<file path="src/rtl/pipe_pkg.sv">
// Shared types and helpers for the EX->MEM writeback pipeline stage.
package pipe_pkg;

  localparam int DEF_DATA_W = 32;
  localparam int DEF_ADDR_W = 5;

  typedef struct packed {
    logic                  wen;
    logic [DEF_ADDR_W-1:0] waddr;
    logic [DEF_DATA_W-1:0] wdata;
  } wb_bundle_t;

  typedef enum logic [1:0] {
    EMPTY = 2'd0,
    ONE   = 2'd1,
    TWO   = 2'd2
  } skid_state_e;

  // A write to register 0 is architecturally a no-op, so it can be dropped at capture.
  function automatic logic capture_wen(input logic wen, input logic addr_is_zero,
                                       input logic zero_squash);
    return wen & ~(zero_squash & addr_is_zero);
  endfunction

endpackage

</file>
<file path="src/rtl/pipe_slot.sv">
// Valid-qualified writeback payload register; flush drops only the valid bit.
module pipe_slot
  import pipe_pkg::*;
#(
  parameter int DATA_W = DEF_DATA_W,
  parameter int ADDR_W = DEF_ADDR_W
) (
  input  logic              clk,
  input  logic              rst,
  input  logic              i_flush,
  input  logic              i_load,
  input  logic              i_clear,
  input  logic              i_wen,
  input  logic [ADDR_W-1:0] i_waddr,
  input  logic [DATA_W-1:0] i_wdata,
  output logic              o_valid,
  output logic              o_wen,
  output logic [ADDR_W-1:0] o_waddr,
  output logic [DATA_W-1:0] o_wdata
);

  logic              r_valid;
  logic              r_wen;
  logic [ADDR_W-1:0] r_waddr;
  logic [DATA_W-1:0] r_wdata;

  // Slot state: reset clears everything, flush beats load, load beats clear.
  always_ff @(posedge clk) begin
    if (rst) begin
      r_valid <= 1'b0;
      r_wen   <= 1'b0;
      r_waddr <= {ADDR_W{1'b0}};
      r_wdata <= {DATA_W{1'b0}};
    end else if (i_flush) begin
      r_valid <= 1'b0;
    end else if (i_load) begin
      r_valid <= 1'b1;
      r_wen   <= i_wen;
      r_waddr <= i_waddr;
      r_wdata <= i_wdata;
    end else if (i_clear) begin
      r_valid <= 1'b0;
    end
  end

  assign o_valid = r_valid;
  assign o_wen   = r_wen;
  assign o_waddr = r_waddr;
  assign o_wdata = r_wdata;

endmodule

</file>
<file path="src/rtl/ex_mem_pipe.sv">
// EX->MEM pipeline stage for the writeback bundle: valid/ready handshake,
// synchronous flush, optional two-entry skid buffer.
module ex_mem_pipe
  import pipe_pkg::*;
#(
  parameter int DATA_W      = DEF_DATA_W,
  parameter int ADDR_W      = DEF_ADDR_W,
  parameter int SKID        = 1,
  parameter int ZERO_SQUASH = 1
) (
  input  logic              clk,
  input  logic              rst,
  input  logic              flush_i,
  input  logic              up_valid_i,
  output logic              up_ready_o,
  input  logic              up_wen_i,
  input  logic [ADDR_W-1:0] up_waddr_i,
  input  logic [DATA_W-1:0] up_wdata_i,
  output logic              dn_valid_o,
  input  logic              dn_ready_i,
  output logic              dn_wen_o,
  output logic [ADDR_W-1:0] dn_waddr_o,
  output logic [DATA_W-1:0] dn_wdata_o
);

  logic              w_cap_wen;
  logic              w_up_fire;
  logic              w_dn_fire;
  logic              w_m_load;
  logic              w_m_clear;
  logic              w_m_wen_d;
  logic [ADDR_W-1:0] w_m_waddr_d;
  logic [DATA_W-1:0] w_m_wdata_d;
  logic              w_m_valid;
  logic              w_m_wen;
  logic [ADDR_W-1:0] w_m_waddr;
  logic [DATA_W-1:0] w_m_wdata;

  assign w_cap_wen = capture_wen(up_wen_i, (up_waddr_i == {ADDR_W{1'b0}}), (ZERO_SQUASH != 0));
  assign w_up_fire = up_valid_i & up_ready_o;
  assign w_dn_fire = w_m_valid & dn_ready_i;

  pipe_slot #(.DATA_W(DATA_W), .ADDR_W(ADDR_W)) u_slot_m (
    .clk     (clk),
    .rst     (rst),
    .i_flush (flush_i),
    .i_load  (w_m_load),
    .i_clear (w_m_clear),
    .i_wen   (w_m_wen_d),
    .i_waddr (w_m_waddr_d),
    .i_wdata (w_m_wdata_d),
    .o_valid (w_m_valid),
    .o_wen   (w_m_wen),
    .o_waddr (w_m_waddr),
    .o_wdata (w_m_wdata)
  );

  generate
    if (SKID != 0) begin : g_skid
      skid_state_e       r_state;
      logic              w_s_load;
      logic              w_s_clear;
      logic              w_m_from_s;
      logic              w_m_ld;
      logic              w_m_clr;
      logic              w_s_valid;
      logic              w_s_wen;
      logic [ADDR_W-1:0] w_s_waddr;
      logic [DATA_W-1:0] w_s_wdata;

      pipe_slot #(.DATA_W(DATA_W), .ADDR_W(ADDR_W)) u_slot_s (
        .clk     (clk),
        .rst     (rst),
        .i_flush (flush_i),
        .i_load  (w_s_load),
        .i_clear (w_s_clear),
        .i_wen   (w_cap_wen),
        .i_waddr (up_waddr_i),
        .i_wdata (up_wdata_i),
        .o_valid (w_s_valid),
        .o_wen   (w_s_wen),
        .o_waddr (w_s_waddr),
        .o_wdata (w_s_wdata)
      );

      // Slot load/clear strobes decoded from the occupancy state and both handshakes.
      always_comb begin
        w_m_ld     = 1'b0;
        w_m_clr    = 1'b0;
        w_s_load   = 1'b0;
        w_s_clear  = 1'b0;
        w_m_from_s = 1'b0;
        case (r_state)
          EMPTY: begin
            w_m_ld = w_up_fire;
          end
          ONE: begin
            if (w_up_fire & w_dn_fire) begin
              w_m_ld = 1'b1;
            end else if (w_up_fire) begin
              w_s_load = 1'b1;
            end else if (w_dn_fire) begin
              w_m_clr = 1'b1;
            end else begin
              w_m_ld = 1'b0;
            end
          end
          TWO: begin
            if (w_dn_fire) begin
              w_m_ld     = 1'b1;
              w_m_from_s = 1'b1;
              w_s_clear  = 1'b1;
            end else begin
              w_m_ld = 1'b0;
            end
          end
          default: begin
            w_m_ld = 1'b0;
          end
        endcase
      end

      // Occupancy state machine.
      always_ff @(posedge clk) begin
        if (rst) begin
          r_state <= EMPTY;
        end else if (flush_i) begin
          r_state <= EMPTY;
        end else begin
          case (r_state)
            EMPTY:   if (w_up_fire) r_state <= ONE;
            ONE:     if (w_up_fire & ~w_dn_fire) r_state <= TWO;
                     else if (~w_up_fire & w_dn_fire) r_state <= EMPTY;
            TWO:     if (w_dn_fire) r_state <= ONE;
            default: r_state <= EMPTY;
          endcase
        end
      end

      // Ready comes straight off the skid valid flop, so dn_ready_i never reaches it.
      assign up_ready_o  = ~w_s_valid;
      assign w_m_load    = w_m_ld;
      assign w_m_clear   = w_m_clr;
      assign w_m_wen_d   = w_m_from_s ? w_s_wen   : w_cap_wen;
      assign w_m_waddr_d = w_m_from_s ? w_s_waddr : up_waddr_i;
      assign w_m_wdata_d = w_m_from_s ? w_s_wdata : up_wdata_i;
    end else begin : g_single
      assign up_ready_o  = ~w_m_valid | dn_ready_i;
      assign w_m_load    = w_up_fire;
      assign w_m_clear   = w_dn_fire & ~w_up_fire;
      assign w_m_wen_d   = w_cap_wen;
      assign w_m_waddr_d = up_waddr_i;
      assign w_m_wdata_d = up_wdata_i;
    end
  endgenerate

  assign dn_valid_o = w_m_valid;
  assign dn_wen_o   = w_m_valid & w_m_wen;
  assign dn_waddr_o = w_m_waddr;
  assign dn_wdata_o = w_m_wdata;

endmodule

</file>
<file path="config.mk">
export PLATFORM = sky130hd
export DESIGN_NAME = ex_mem_pipe
export DESIGN_NICKNAME = d
export VERILOG_FILES = /design/src/rtl/pipe_pkg.sv /design/src/rtl/pipe_slot.sv /design/src/rtl/ex_mem_pipe.sv
export SDC_FILE = /design/constraint.sdc
export NUM_CORES = 1
export LEC_CHECK = 0
export BUFFER_PORTS_ARGS = -buffer_cell sky130_fd_sc_hd__clkbuf_2
export CAP_MARGIN = 30
export CORE_MARGIN = 1.5
export CORE_UTILIZATION = 44
export DETAILED_ROUTE_END_ITERATION = 10
export GPL_TIMING_DRIVEN = 0
export PLACE_DENSITY_LB_ADDON = 0.05
export SLEW_MARGIN = 10
export SYNTH_ARGS = -nofsm -noshare
export SYNTH_HDL_FRONTEND = slang
export SYNTH_HIERARCHICAL = 1
export SYNTH_SLANG_ARGS = --single-unit
</file>
<file path="constraint.sdc">
create_clock -name clk -period 1.6 [get_ports clk]
set_input_delay 0.32 -clock clk [delete_from_list [all_inputs] [get_ports clk]]
set_output_delay 0.32 -clock clk [all_outputs]
set_load 0.005 [all_outputs]
</file>
# Word-level counts from Yosys, hierarchy flattened
# Cells that the tools add are included.
[op_classes] n_eq_ne=5 n_mux=22 bitwise_logic=12 reduce_logical=8
[op_table] operator="32-bit two-way mux" count=1
[op_table] operator="1-bit two-way mux" count=14
[op_table] operator="2-bit two-way mux" count=4
[op_table] operator="1-bit bitwise AND" count=7
[op_table] operator="2-bit one-hot mux with 3 select lines" count=1
[op_table] operator="5-bit zero test" count=1
[op_table] operator="5-bit two-way mux" count=1
[op_table] operator="1-bit inverter" count=5
[op_table] operator="2-bit inequality test (second input constant)" count=2
[op_table] operator="2-bit AND reduction" count=2
[op_table] operator="2-bit nonzero test" count=2
[op_table] operator="3-bit inequality test (second input constant)" count=1
[op_table] operator="1-bit one-hot mux with 3 select lines" count=1
[op_table] operator="3-bit AND reduction" count=1
[op_table] operator="2-bit by 1-bit equality test with 1-bit output (second input constant)" count=1
[op_table] operator="2-bit equality test (second input constant)" count=1
[op_table] operator="2-bit zero test" count=1
[op_table] operator="2-bit OR reduction" count=1
[totals] regBits=80 in_bits=43 out_inout_bits=40 elab_cells=56

# Depth between registers and ports, before layout
# Gate-level depths: netlist of the first run.
[logic_depth] depth_word=7 ltp_mapped=8

# Cells and area by module
# The synthesis of the first run kept the hierarchy.
[modules_own_cells] module="pipe_slot" instances=2 cells_each=177 area_per_inst_um2=1878.1
[modules_own_cells] module="ex_mem_pipe" instances=1 cells_each=145 area_per_inst_um2=654.4

# Worst setup path after synthesis of the first run
# No wires, ideal clock.
[synth_path] path_type="register to register" startpoint="reg g_skid.r_state[0]" endpoint="reg u_slot_m.r_wdata[11], in the netlist u_slot_m/o_wdata[11]" arrival_ns=1.481 setup_slack_ns=0.052 path_stages_with_launch=8 path_cell_list="dfxtp_1 > nand4b_1 > o31ai_1 > or2_2 > nor2b_2 > buf_6 > buf_8 > o21ai_2"
[synth_via] elab_chain_cells=3 word_cells_on_any_way=7
[synth_rtl] item="start, declared" line_no="ex_mem_pipe.sv:60" source="skid_state_e r_state;"
[synth_rtl] item="start signal, assigned" line_no="ex_mem_pipe.sv:126" source="r_state <= EMPTY;"
[synth_rtl] item="start signal, assigned" line_no="ex_mem_pipe.sv:128" source="r_state <= EMPTY;"
[synth_rtl] item="start signal, assigned" line_no="ex_mem_pipe.sv:131" source="EMPTY: if (w_up_fire) r_state <= ONE;"
[synth_rtl] item="2-bit equality test (tied with other cells)" line_no="ex_mem_pipe.sv:93" source="case (r_state)"
[synth_rtl] item="1-bit one-hot mux with 3 select lines *" line_no="ex_mem_pipe.sv:93"
[synth_rtl] item="net g_skid.w_m_ld" line_no="ex_mem_pipe.sv:64" source="logic w_m_ld;"
[synth_rtl] item="2-bit AND reduction (no line) *"
[synth_rtl] item="end signal, assigned" line_no="pipe_slot.sv:33" source="r_wdata <= {DATA_W{1'b0}};"
[synth_rtl] item="end signal, assigned" line_no="pipe_slot.sv:40" source="r_wdata <= i_wdata;"
[synth_rtl] item="end, declared" line_no="pipe_slot.sv:25" source="logic [DATA_W-1:0] r_wdata;"
# Mark *: on every way through the listed nets, which the timed path passes. The rest lies on a longest branch.
# A chain may end at the register's enable or synchronous reset.

# Worst setup path in the final report of the first run
[layout_path] startpoint="reg g_skid.r_state[1]" endpoint="reg u_slot_m.r_wen, in the netlist u_slot_m/o_wen"
[layout_via] elab_chain_cells=3 word_cells_on_any_way=7
[layout_rtl] item="2-bit equality test (tied with other cells)" line_no="ex_mem_pipe.sv:93"
[layout_rtl] item="1-bit one-hot mux with 3 select lines *" line_no="ex_mem_pipe.sv:93"
[layout_rtl] item="net g_skid.w_m_ld" line_no="ex_mem_pipe.sv:64"
[layout_rtl] item="2-bit AND reduction (no line) *"
[layout_rtl] item="end signal, assigned" line_no="pipe_slot.sv:38" source="r_wen <= i_wen;"
[layout_rtl] item="end, declared" line_no="pipe_slot.sv:23" source="logic r_wen;"
# Marks and branches as above.

==> results of run 1 <==
==> synth_stat cells <==
cell and n:
sky130_fd_sc_hd__nand2_1 114, sky130_fd_sc_hd__dfxtp_1 80, sky130_fd_sc_hd__nand2b_1 77, sky130_fd_sc_hd__nand4bb_1 76, sky130_fd_sc_hd__o21ai_2 40, sky130_fd_sc_hd__o21ai_1 22, sky130_fd_sc_hd__buf_2 20, sky130_fd_sc_hd__o21ai_0 14
sky130_fd_sc_hd__clkbuf_1 12, sky130_fd_sc_hd__buf_6 8, sky130_fd_sc_hd__nor2b_1 5, sky130_fd_sc_hd__buf_8 4, sky130_fd_sc_hd__nor2_1 4, sky130_fd_sc_hd__buf_4 3, sky130_fd_sc_hd__o21a_1 3, sky130_fd_sc_hd__inv_1 2
sky130_fd_sc_hd__nor2b_2 2, sky130_fd_sc_hd__nor3_1 2, sky130_fd_sc_hd__a211o_1 1, sky130_fd_sc_hd__and2_1 1, sky130_fd_sc_hd__and4_1 1, sky130_fd_sc_hd__buf_1 1, sky130_fd_sc_hd__mux2_4 1, sky130_fd_sc_hd__nand4b_1 1
sky130_fd_sc_hd__nor4b_1 1, sky130_fd_sc_hd__o211a_1 1, sky130_fd_sc_hd__o31ai_1 1, sky130_fd_sc_hd__or2_2 1, sky130_fd_sc_hd__or4_1 1
==> state kept, by name, summed over array words and instances (netlist names) <==
signal / cells
g_skid.r_state: 2
g_skid.u_slot_s/o_valid: 1
g_skid.u_slot_s/o_waddr: 5
g_skid.u_slot_s/o_wdata: 32
g_skid.u_slot_s/o_wen: 1
u_slot_m/o_valid: 1
u_slot_m/o_waddr: 5
u_slot_m/o_wdata: 32
u_slot_m/o_wen: 1
==> tightest hold or removal path, stage by stage <==
cell and delay (ns):
sky130_fd_sc_hd__clkbuf_2 0.09, sky130_fd_sc_hd__nand4bb_1 0.09, sky130_fd_sc_hd__o21ai_1 0.06
==> cell families after synthesis <==
logic type	Yosys count
AO/OA/AOI/OAI	82
buffers and inverters	50
flip-flops	80
multiplexers	1
AND/OR/NAND/NOR	286
==> cell type report <==
class                           instances  share of cell area [%]
Buffer                                 46                    6.86
Clock buffer                           12                    3.01
Clock inverter                          4                    1.37
Inverter                                2                   0.137
Multi-Input combinational cell        369                    46.2
Sequential cell                        80                    29.3
Tap cell                              133                    3.03
Timing Repair Buffer                   94                    10.1
==> power by group <==
group / switching [mW] / total (mW) / internal (mW)
sequential: 0.0376 / 2.10 / 2.06
clock: 0.779 / 1.79 / 1.01
combinational: 0.336 / 0.682 / 0.346
total: 1.15 / 4.57 / 3.41
==> worst max path at each step <==
stage	from	to	slack, ns
2_1_floorplan	g_skid.r_state[0]$_SDFFE_PP0P_	u_slot_m/o_wdata[11]$_SDFFE_PP0P_	0.05
3_3_place_gp	dn_ready_i	g_skid.u_slot_s/o_wdata[18]$_SDFFE_PP0P_	-0.24
3_5_place_dp	dn_ready_i	g_skid.u_slot_s/o_wdata[22]$_SDFFE_PP0P_	-0.28
4_1_cts	g_skid.r_state[0]$_SDFFE_PP0P_	u_slot_m/o_wdata[18]$_SDFFE_PP0P_	0.02
5_1_grt	g_skid.r_state[0]$_SDFFE_PP0P_	u_slot_m/o_wdata[22]$_SDFFE_PP0P_	-0.09
6_report	g_skid.r_state[1]$_SDFFE_PP0P_	u_slot_m/o_wen$_SDFFE_PP0P_	-0.03
==> placed cells by master, fill, tap and decap left out, types with 2 or more instances in the layout <==
cell and instances:
sky130_fd_sc_hd__nand2b_1 76, sky130_fd_sc_hd__nor2_1 4, sky130_fd_sc_hd__buf_4 15, sky130_fd_sc_hd__o21ai_0 9, sky130_fd_sc_hd__clkbuf_2 84, sky130_fd_sc_hd__o21a_1 3, sky130_fd_sc_hd__dfxtp_1 77, sky130_fd_sc_hd__buf_2 12
sky130_fd_sc_hd__buf_6 9, sky130_fd_sc_hd__nand4bb_1 76, sky130_fd_sc_hd__buf_12 5, sky130_fd_sc_hd__o21ai_2 41, sky130_fd_sc_hd__nand2_1 113, sky130_fd_sc_hd__clkbuf_1 10, sky130_fd_sc_hd__clkinvlp_4 2, sky130_fd_sc_hd__dfxtp_4 2
sky130_fd_sc_hd__clkbuf_8 12, sky130_fd_sc_hd__nor2b_1 5, sky130_fd_sc_hd__nor2b_4 2, sky130_fd_sc_hd__o21ai_1 26, sky130_fd_sc_hd__bufinv_16 2, sky130_fd_sc_hd__clkbuf_16 3
==> layer usage <==
| layer | up-vias | global-route usage (%) | routed length (um) |
|---|---|---|---|
| li1 | 1923 | - | - |
| met1 | 1810 | 30.2 | 5360 |
| met2 | 94 | 37.5 | 5730 |
| met3 | 14 | 3.73 | 509 |
| met4 | 0 | 8.32 | 155 |
| met5 | - | 0 | 0 |
==> stage by stage <==
step                      TNS, ns  utilization [%]
after global placement     -11.97             51.3
after floorplan                 0                -
after detailed placement   -14.47             51.3
final                      -0.279             56.4
after global routing        -2.77             56.4
after CTS                       0             54.9
==> repair_timing <==
item / 4_1_cts / 5_1_grt
setup buffers: 5 / 4
pin swaps: 2 / 17
gates resized for setup: 25 / 19
setup endpoints to repair: 76 / 62
cloned: 0 / 3
==> key figures, run 1 <==
Global route
  • Number of antenna violations at the first check in global routing: 0
  • Overflow after GRT: 0
  • Global routing usage summed across all routing layers: roughly 23%
  • Number of global-route vias before repair: between 3000 and 4000
  • Maximum number of pins on one net before global-route repair: 14
  • Wire length of the first global-routing pass: between 15 and 20 mm

Critical path
  • Instance count on the critical path: 7
  • Data required time at the worst endpoint: 1.89 ns
  • Register-to-register setup slack: -0.03 ns
  • Max stage delay cell, worst path: sky130_fd_sc_hd__dfxtp_4
  • WS Path Type: register to register
  • Critical path startpoint category: register
  • Biggest fanout along the worst timing path: 5
  • Worst Path Arrival: between 1.5 and 2 ns
  • Number of cells traversed by the worst register-to-register path: 7
  • Critical path's top delay family: simple AND/OR/NAND/NOR gates
  • Critical path, cell by cell: nand4b_1, o31ai_4, or2_4, nor2b_4, buf_4, clkbuf_16, o21ai_1
  • Critical path buffers and inverters: 2
  • Crit Reg-Reg Startpoint: g_skid.r_state[1]$_SDFFE_PP0P_
  • Kind of capture point of the worst setup path: register
  • Largest stage delay, worst path: ~0.37 ns
  • Endpoint of the most critical register-to-register path: u_slot_m/o_wen$_SDFFE_PP0P_

Status
  • Status: complete, but fails checks
  • Violations in the final reports: setup timing

Place
  • Final GP Congestion: between 0.7 and 0.8
  • # placed instances: between 700 and 800
  • Worst slack at placement: -0.276 ns
  • Total placed instance area: 4990 um2
  • Number of port buffers: 82
  • HPWL after detailed placement: 7.71 mm

Clocking
  • Reg clk slew, reported paths: 0.09 ns
  • Clock tree from TritonCTS: yes
  • Hold-fix buffer count after cts: 0
  • Level count of the clock H-tree: 3
  • Worst-skew pair later-pin latency: 0.36 ns
  • Maximum count of clock buffers along a single path: 2
  • Number of sinks handled by clock tree synthesis: 80
  • Clk Tree Root Cell: sky130_fd_sc_hd__clkbuf_8
  • Clock buffers created by TritonCTS: 9

Logic synthesis
  • Count of different cell masters after synthesis: 29
  • Synth area leaders: sky130_fd_sc_hd__dfxtp_1 36%, sky130_fd_sc_hd__nand4bb_1 19%, sky130_fd_sc_hd__nand2b_1 11%, sky130_fd_sc_hd__nand2_1 9.7%, sky130_fd_sc_hd__o21ai_2 7.9%
  • Sequential cell area fraction in the yosys report: a little over a third
  • Synthesis-stage register bit count: 80
  • Mux cell area share after synthesis: less than 1%
  • Netlist area before placement: between 4000 and 5000 um2
  • Top cell type by total area after synthesis: sky130_fd_sc_hd__dfxtp_1
  • Main combinational cell family by area after synthesis: simple AND/OR/NAND/NOR gates
  • Synthesized instance count: 499
  • Synthesized net count: approximately 540
  • Compound-gate portion of the synthesized area: a little over an eighth
  • Xor/xnor cell area share of the yosys netlist: 0%
  • Synthesis warning total: 6
  • Synthesized area divided by synthesized cell count: 8.84 um2
  • Post-Synth Adder-Cell Area: 0%
  • Simple-gate portion of the synthesized area: between 40 and 50%
  • Area share of the leading cell type in the synthesized netlist: about 36%

Layout
  • Register area: 1610 um2
  • # diodes: 0
  • Area growth, synth to finish: 24.5%
  • Final Instance Area: between 5000 and 6000 um2
  • Final instance count without filler cells: between 700 and 800
  • Final #Nets: between 600 and 700
  • Total area of multi-input combinational cells: between 2000 and 3000 um2
  • Share of layout cells above drive strength 1: about 33%
  • Filler cells: ~900

Timing
  • Tightest hold margin: ~0.23 ns
  • Share of the clock period used by the worst path: 102%
  • Final worst clock skew: ~0.015 ns
  • Slew at the pin with the worst max-slew slack: 0.459 ns
  • Hold violation total from the final report: 0
  • Setup slack after layout: -0.0285 ns
  • RSZ-0062 raised after global routing: true
  • Max Slew Vio Count: 0
  • Fmax: 614 MHz
  • Number of failing setup endpoints in the final timing report: 19
  • Worst slew margin: between 60% and 70%
  • Shortest period the worst path allows: 1.63 ns

Drt
  • Via total after detailed routing: approximately 3800
  • Antenna Nets Post-Route: 0
  • 1st-iter DRT viols: about 120
  • Final routed wire length divided by cell count: roughly 16 um
  • Number of design rule violations left after detail routing: 0
  • WL final: between 10 and 15 mm
  • Number of optimization iterations in the first detailed-route pass: 4
  • Via/cell ratio: between 5 and 6

Die
  • Total core area: 9730 um2
  • Starting utilization of the core area: between 40% and 50%
  • Top-level I/O count: slightly above 80
  • Die width: ~100 um
  • Num rows: 36
  • Die footprint: between 10000 and 15000 um2
  • Die Span Y: 103 um

Hold path
  • Source of the worst hold timing path: up_wdata_i[7]
  • Hold path depth: 3
  • Worst hold-check path type: input port to register
  • Worst Hold End: g_skid.u_slot_s/o_wdata[7]$_SDFFE_PP0P_

Pwr
  • Post-layout power: about 4.6 mW
  • Maximum ir drop on the vdd rail: ~0.37 mV
  • Total power per unit cell area: roughly 830 nW/um2
  • Leakage: between 2 and 2.5 nW

Run
  • Max-cap check violation count: 0
Note: power is estimated with default switching activity, not from simulation.
==> run 2: changes to the inputs <==
SETUP_SLACK_MARGIN = 0.05   (was not set)
==> run 2 against run 1 <==
Critical endpoint is now u_slot_m/o_wdata[23]$_SDFFE_PP0P_. The flow still finishes with violations (setup timing). Routed wire length is 3.5% higher. Maximum frequency is 1.9% lower. Sequential share of layout area is 1.2 points lower. Clock skew is 0.00093 ns higher.
==> key figures, run 2 (synthesis results as in run 1) <==
Critical path
  • Critical path, cell by cell: nand4b_1, o31ai_4, or2_4, nor2b_4, buf_12, clkbuf_16, o21ai_2
  • Critical path startpoint category: register
  • Worst Path Arrival: 1.91 ns (about the same)
  • Kind of capture point of the worst setup path: register
  • Biggest fanout along the worst timing path: 6 (+1)
  • Critical path buffers and inverters: 2 (unchanged)
  • Critical path's top delay family: simple AND/OR/NAND/NOR gates
  • Data required time at the worst endpoint: 1.85 ns (-0.04 ns)
  • Max stage delay cell, worst path: sky130_fd_sc_hd__dfxtp_4
  • WS Path Type: register to register
  • Largest stage delay, worst path: 0.35 ns (-0.02 ns)

Clocking
  • Clk Tree Root Cell: sky130_fd_sc_hd__clkbuf_8
  • Hold-fix buffer count after cts: 0 (unchanged)
  • Worst-skew pair later-pin latency: 0.36 ns (about the same)
  • Clock tree from TritonCTS: yes
  • Number of sinks handled by clock tree synthesis: 80 (unchanged)
  • Clock buffers created by TritonCTS: 9 (unchanged)
  • Reg clk slew, reported paths: 0.09 ns (about the same)
  • Level count of the clock H-tree: 3 (unchanged)
  • Maximum count of clock buffers along a single path: 2 (unchanged)

Die
  • Die footprint: 10600 um2 (unchanged)
  • Total core area: 9730 um2 (unchanged)
  • Die width: 103 um (unchanged)
  • Starting utilization of the core area: 45.3% (unchanged)
  • Die Span Y: 103 um (unchanged)
  • Num rows: 36 (unchanged)
  • Top-level I/O count: 83 (unchanged)

Place
  • # placed instances: 714 (unchanged)
  • Total placed instance area: 4990 um2 (unchanged)
  • Final GP Congestion: 0.746 (unchanged)
  • Number of port buffers: 82 (unchanged)
  • HPWL after detailed placement: 7.71 mm (unchanged)

Global route
  • Overflow after GRT: 0 (unchanged)
  • Maximum number of pins on one net before global-route repair: 14 (unchanged)
  • Number of global-route vias before repair: 3787 (+0.61%)
  • Global routing usage summed across all routing layers: 23.1% (+0.24 points)
  • Wire length of the first global-routing pass: 18.9 mm (+0.85%)
  • Number of antenna violations at the first check in global routing: 0 (unchanged)

Layout
  • Share of layout cells above drive strength 1: 35.3% (+2.5 points)
  • Total area of multi-input combinational cells: 2550 um2 (+0.64%)
  • Final instance count without filler cells: 753 (+1.8%)
  • Area growth, synth to finish: 29.8%
  • Post-layout utilization of the core: 58.9% (+2.4 points)
  • Filler cells: 902 (-2.4%)
  • Register area: 1610 um2 (unchanged)
  • # diodes: 0 (unchanged)
  • Most frequent cells in the layout: 109 x sky130_fd_sc_hd__nand2_1, 83 x sky130_fd_sc_hd__clkbuf_2, 77 x sky130_fd_sc_hd__dfxtp_1
  • Final #Nets: 658 (+2.0%)
  • Final Instance Area: 5730 um2 (+4.3%)
  • Most common cell after layout, fill and taps aside: sky130_fd_sc_hd__nand2_1

Pwr
  • Maximum ir drop on the vdd rail: 0.369 mV (about the same)
  • Leakage: 2.40 nW (+4.4%)
  • Total power per unit cell area: 801 nW/um2 (-3.7%)
  • Post-layout power: 4.59 mW (+0.47%)

Status
  • Violations in the final reports: setup timing
  • Status: complete, but fails checks

Timing
  • Shortest period the worst path allows: 1.66 ns (+0.0314 ns)
  • Share of the clock period used by the worst path: 104% (+2.0 points)
  • Max Slew Vio Count: 0 (unchanged)
  • Slew at the pin with the worst max-slew slack: 0.466 ns (+0.00744 ns)
  • Fmax: 602 MHz (-1.9%)
  • Number of failing setup endpoints in the final timing report: 27 (+8)
  • Final worst clock skew: 0.0155 ns (+0.000926 ns)
  • Final setup TNS: -1.05 ns (-0.769 ns)
  • RSZ-0062 raised after global routing: true
  • Setup slack after layout: -0.0599 ns (-0.0314 ns)
  • Hold violation total from the final report: 0 (unchanged)
  • Worst slew margin: 68.9% (-0.50 points)

Drt
  • Via/cell ratio: 5.14 (-0.88%)
  • Final routed wire length divided by cell count: 16.2 um (+1.7%)
  • Via total after detailed routing: 3874 (+0.86%)
  • Number of design rule violations left after detail routing: 0 (unchanged)
  • Number of optimization iterations in the first detailed-route pass: 4 (unchanged)
  • 1st-iter DRT viols: 102 (-14%)
  • WL final: 12.2 mm (+3.5%)
  • Antenna Nets Post-Route: 0 (unchanged)

Hold path
  • Worst hold-check path type: input port to register

Run
  • Max-cap check violation count: 0 (unchanged)
## run 2: cell count changes in the layout (fill, tap and decap cells not counted), sizes merged
cell    previous run  this run
clkbuf           110       111
buf               42        54
## run 2: layout make-up
cell class,count,share of cell area [%]
tap,133,2.91
inverter,2,0.218
sequential,80,28.1
timing repair buffer,106,12.5
clock inverter,4,1.31
clock buffer,12,2.88
multi-input combinational,369,44.6
buffer,47,7.52
## run 2: per-layer routing
layer / global-route usage, % / routed length [um] / up-vias / share of wire (%)
li1: - / - / 1953 / -
met1: 30.4 / 5590 / 1827 / 46
met2: 38.3 / 5920 / 82 / 49
met3: 3.80 / 524 / 12 / 4.3
met4: 8.00 / 132 / 0 / 1.1
met5: 0 / 0 / - / 0
## run 2: through the flow
stage | setup WS, ns | hold slack, ns
floorplan | 0.0517 | 0.438
global placement | -0.242 | 0.451
detailed placement | -0.276 | 0.456
CTS | 0.00975 | 0.222
global route | -0.111 | 0.227
finish | -0.0599 | 0.233
## run 2: timing repair
action / CTS / global route
buffers inserted: 6 / 12
pin swaps: 2 / 30
gates cloned: 1 / 6
hold endpoints to repair: 0 / 0
setup endpoints to repair: 78 / 67
gates resized for setup: 29 / 42
## run 2: path summary, 6_finish.rpt
| check | cells after the start | slack (ns) | to | start |
|---|---|---|---|---|
| setup reg to reg | 7 | -0.06 | u_slot_m/o_wdata[23]$_SDFFE_PP0P_ | g_skid.r_state[0]$_SDFFE_PP0P_ |
| hold / removal | 3 | 0.23 | g_skid.u_slot_s/o_wdata[7]$_SDFFE_PP0P_ | up_wdata_i[7] |
| hold reg to reg | 2 | 0.47 | g_skid.u_slot_s/o_wdata[7]$_SDFFE_PP0P_ | g_skid.u_slot_s/o_wdata[7]$_SDFFE_PP0P_ |
| setup / recovery | 7 | -0.06 | u_slot_m/o_wdata[23]$_SDFFE_PP0P_ | g_skid.r_state[0]$_SDFFE_PP0P_ |
## run 2: worst reg2reg max path: cells and delay by family (launching register included)
family / cells / cell delay [ns]
compound gates: 2 / 0.18
buf+inv: 2 / 0.34
flops: 1 / 0.35
simple gates: 3 / 0.70
## run 2: power by group
group / total (mW) / internal (mW) / leakage (nW) / switching (mW)
clock: 1.79 / 1.01 / 0.115 / 0.778
sequential: 2.10 / 2.06 / 0.652 / 0.0372
combinational: 0.705 / 0.361 / 1.63 / 0.344
total: 4.59 / 3.43 / 2.40 / 1.16
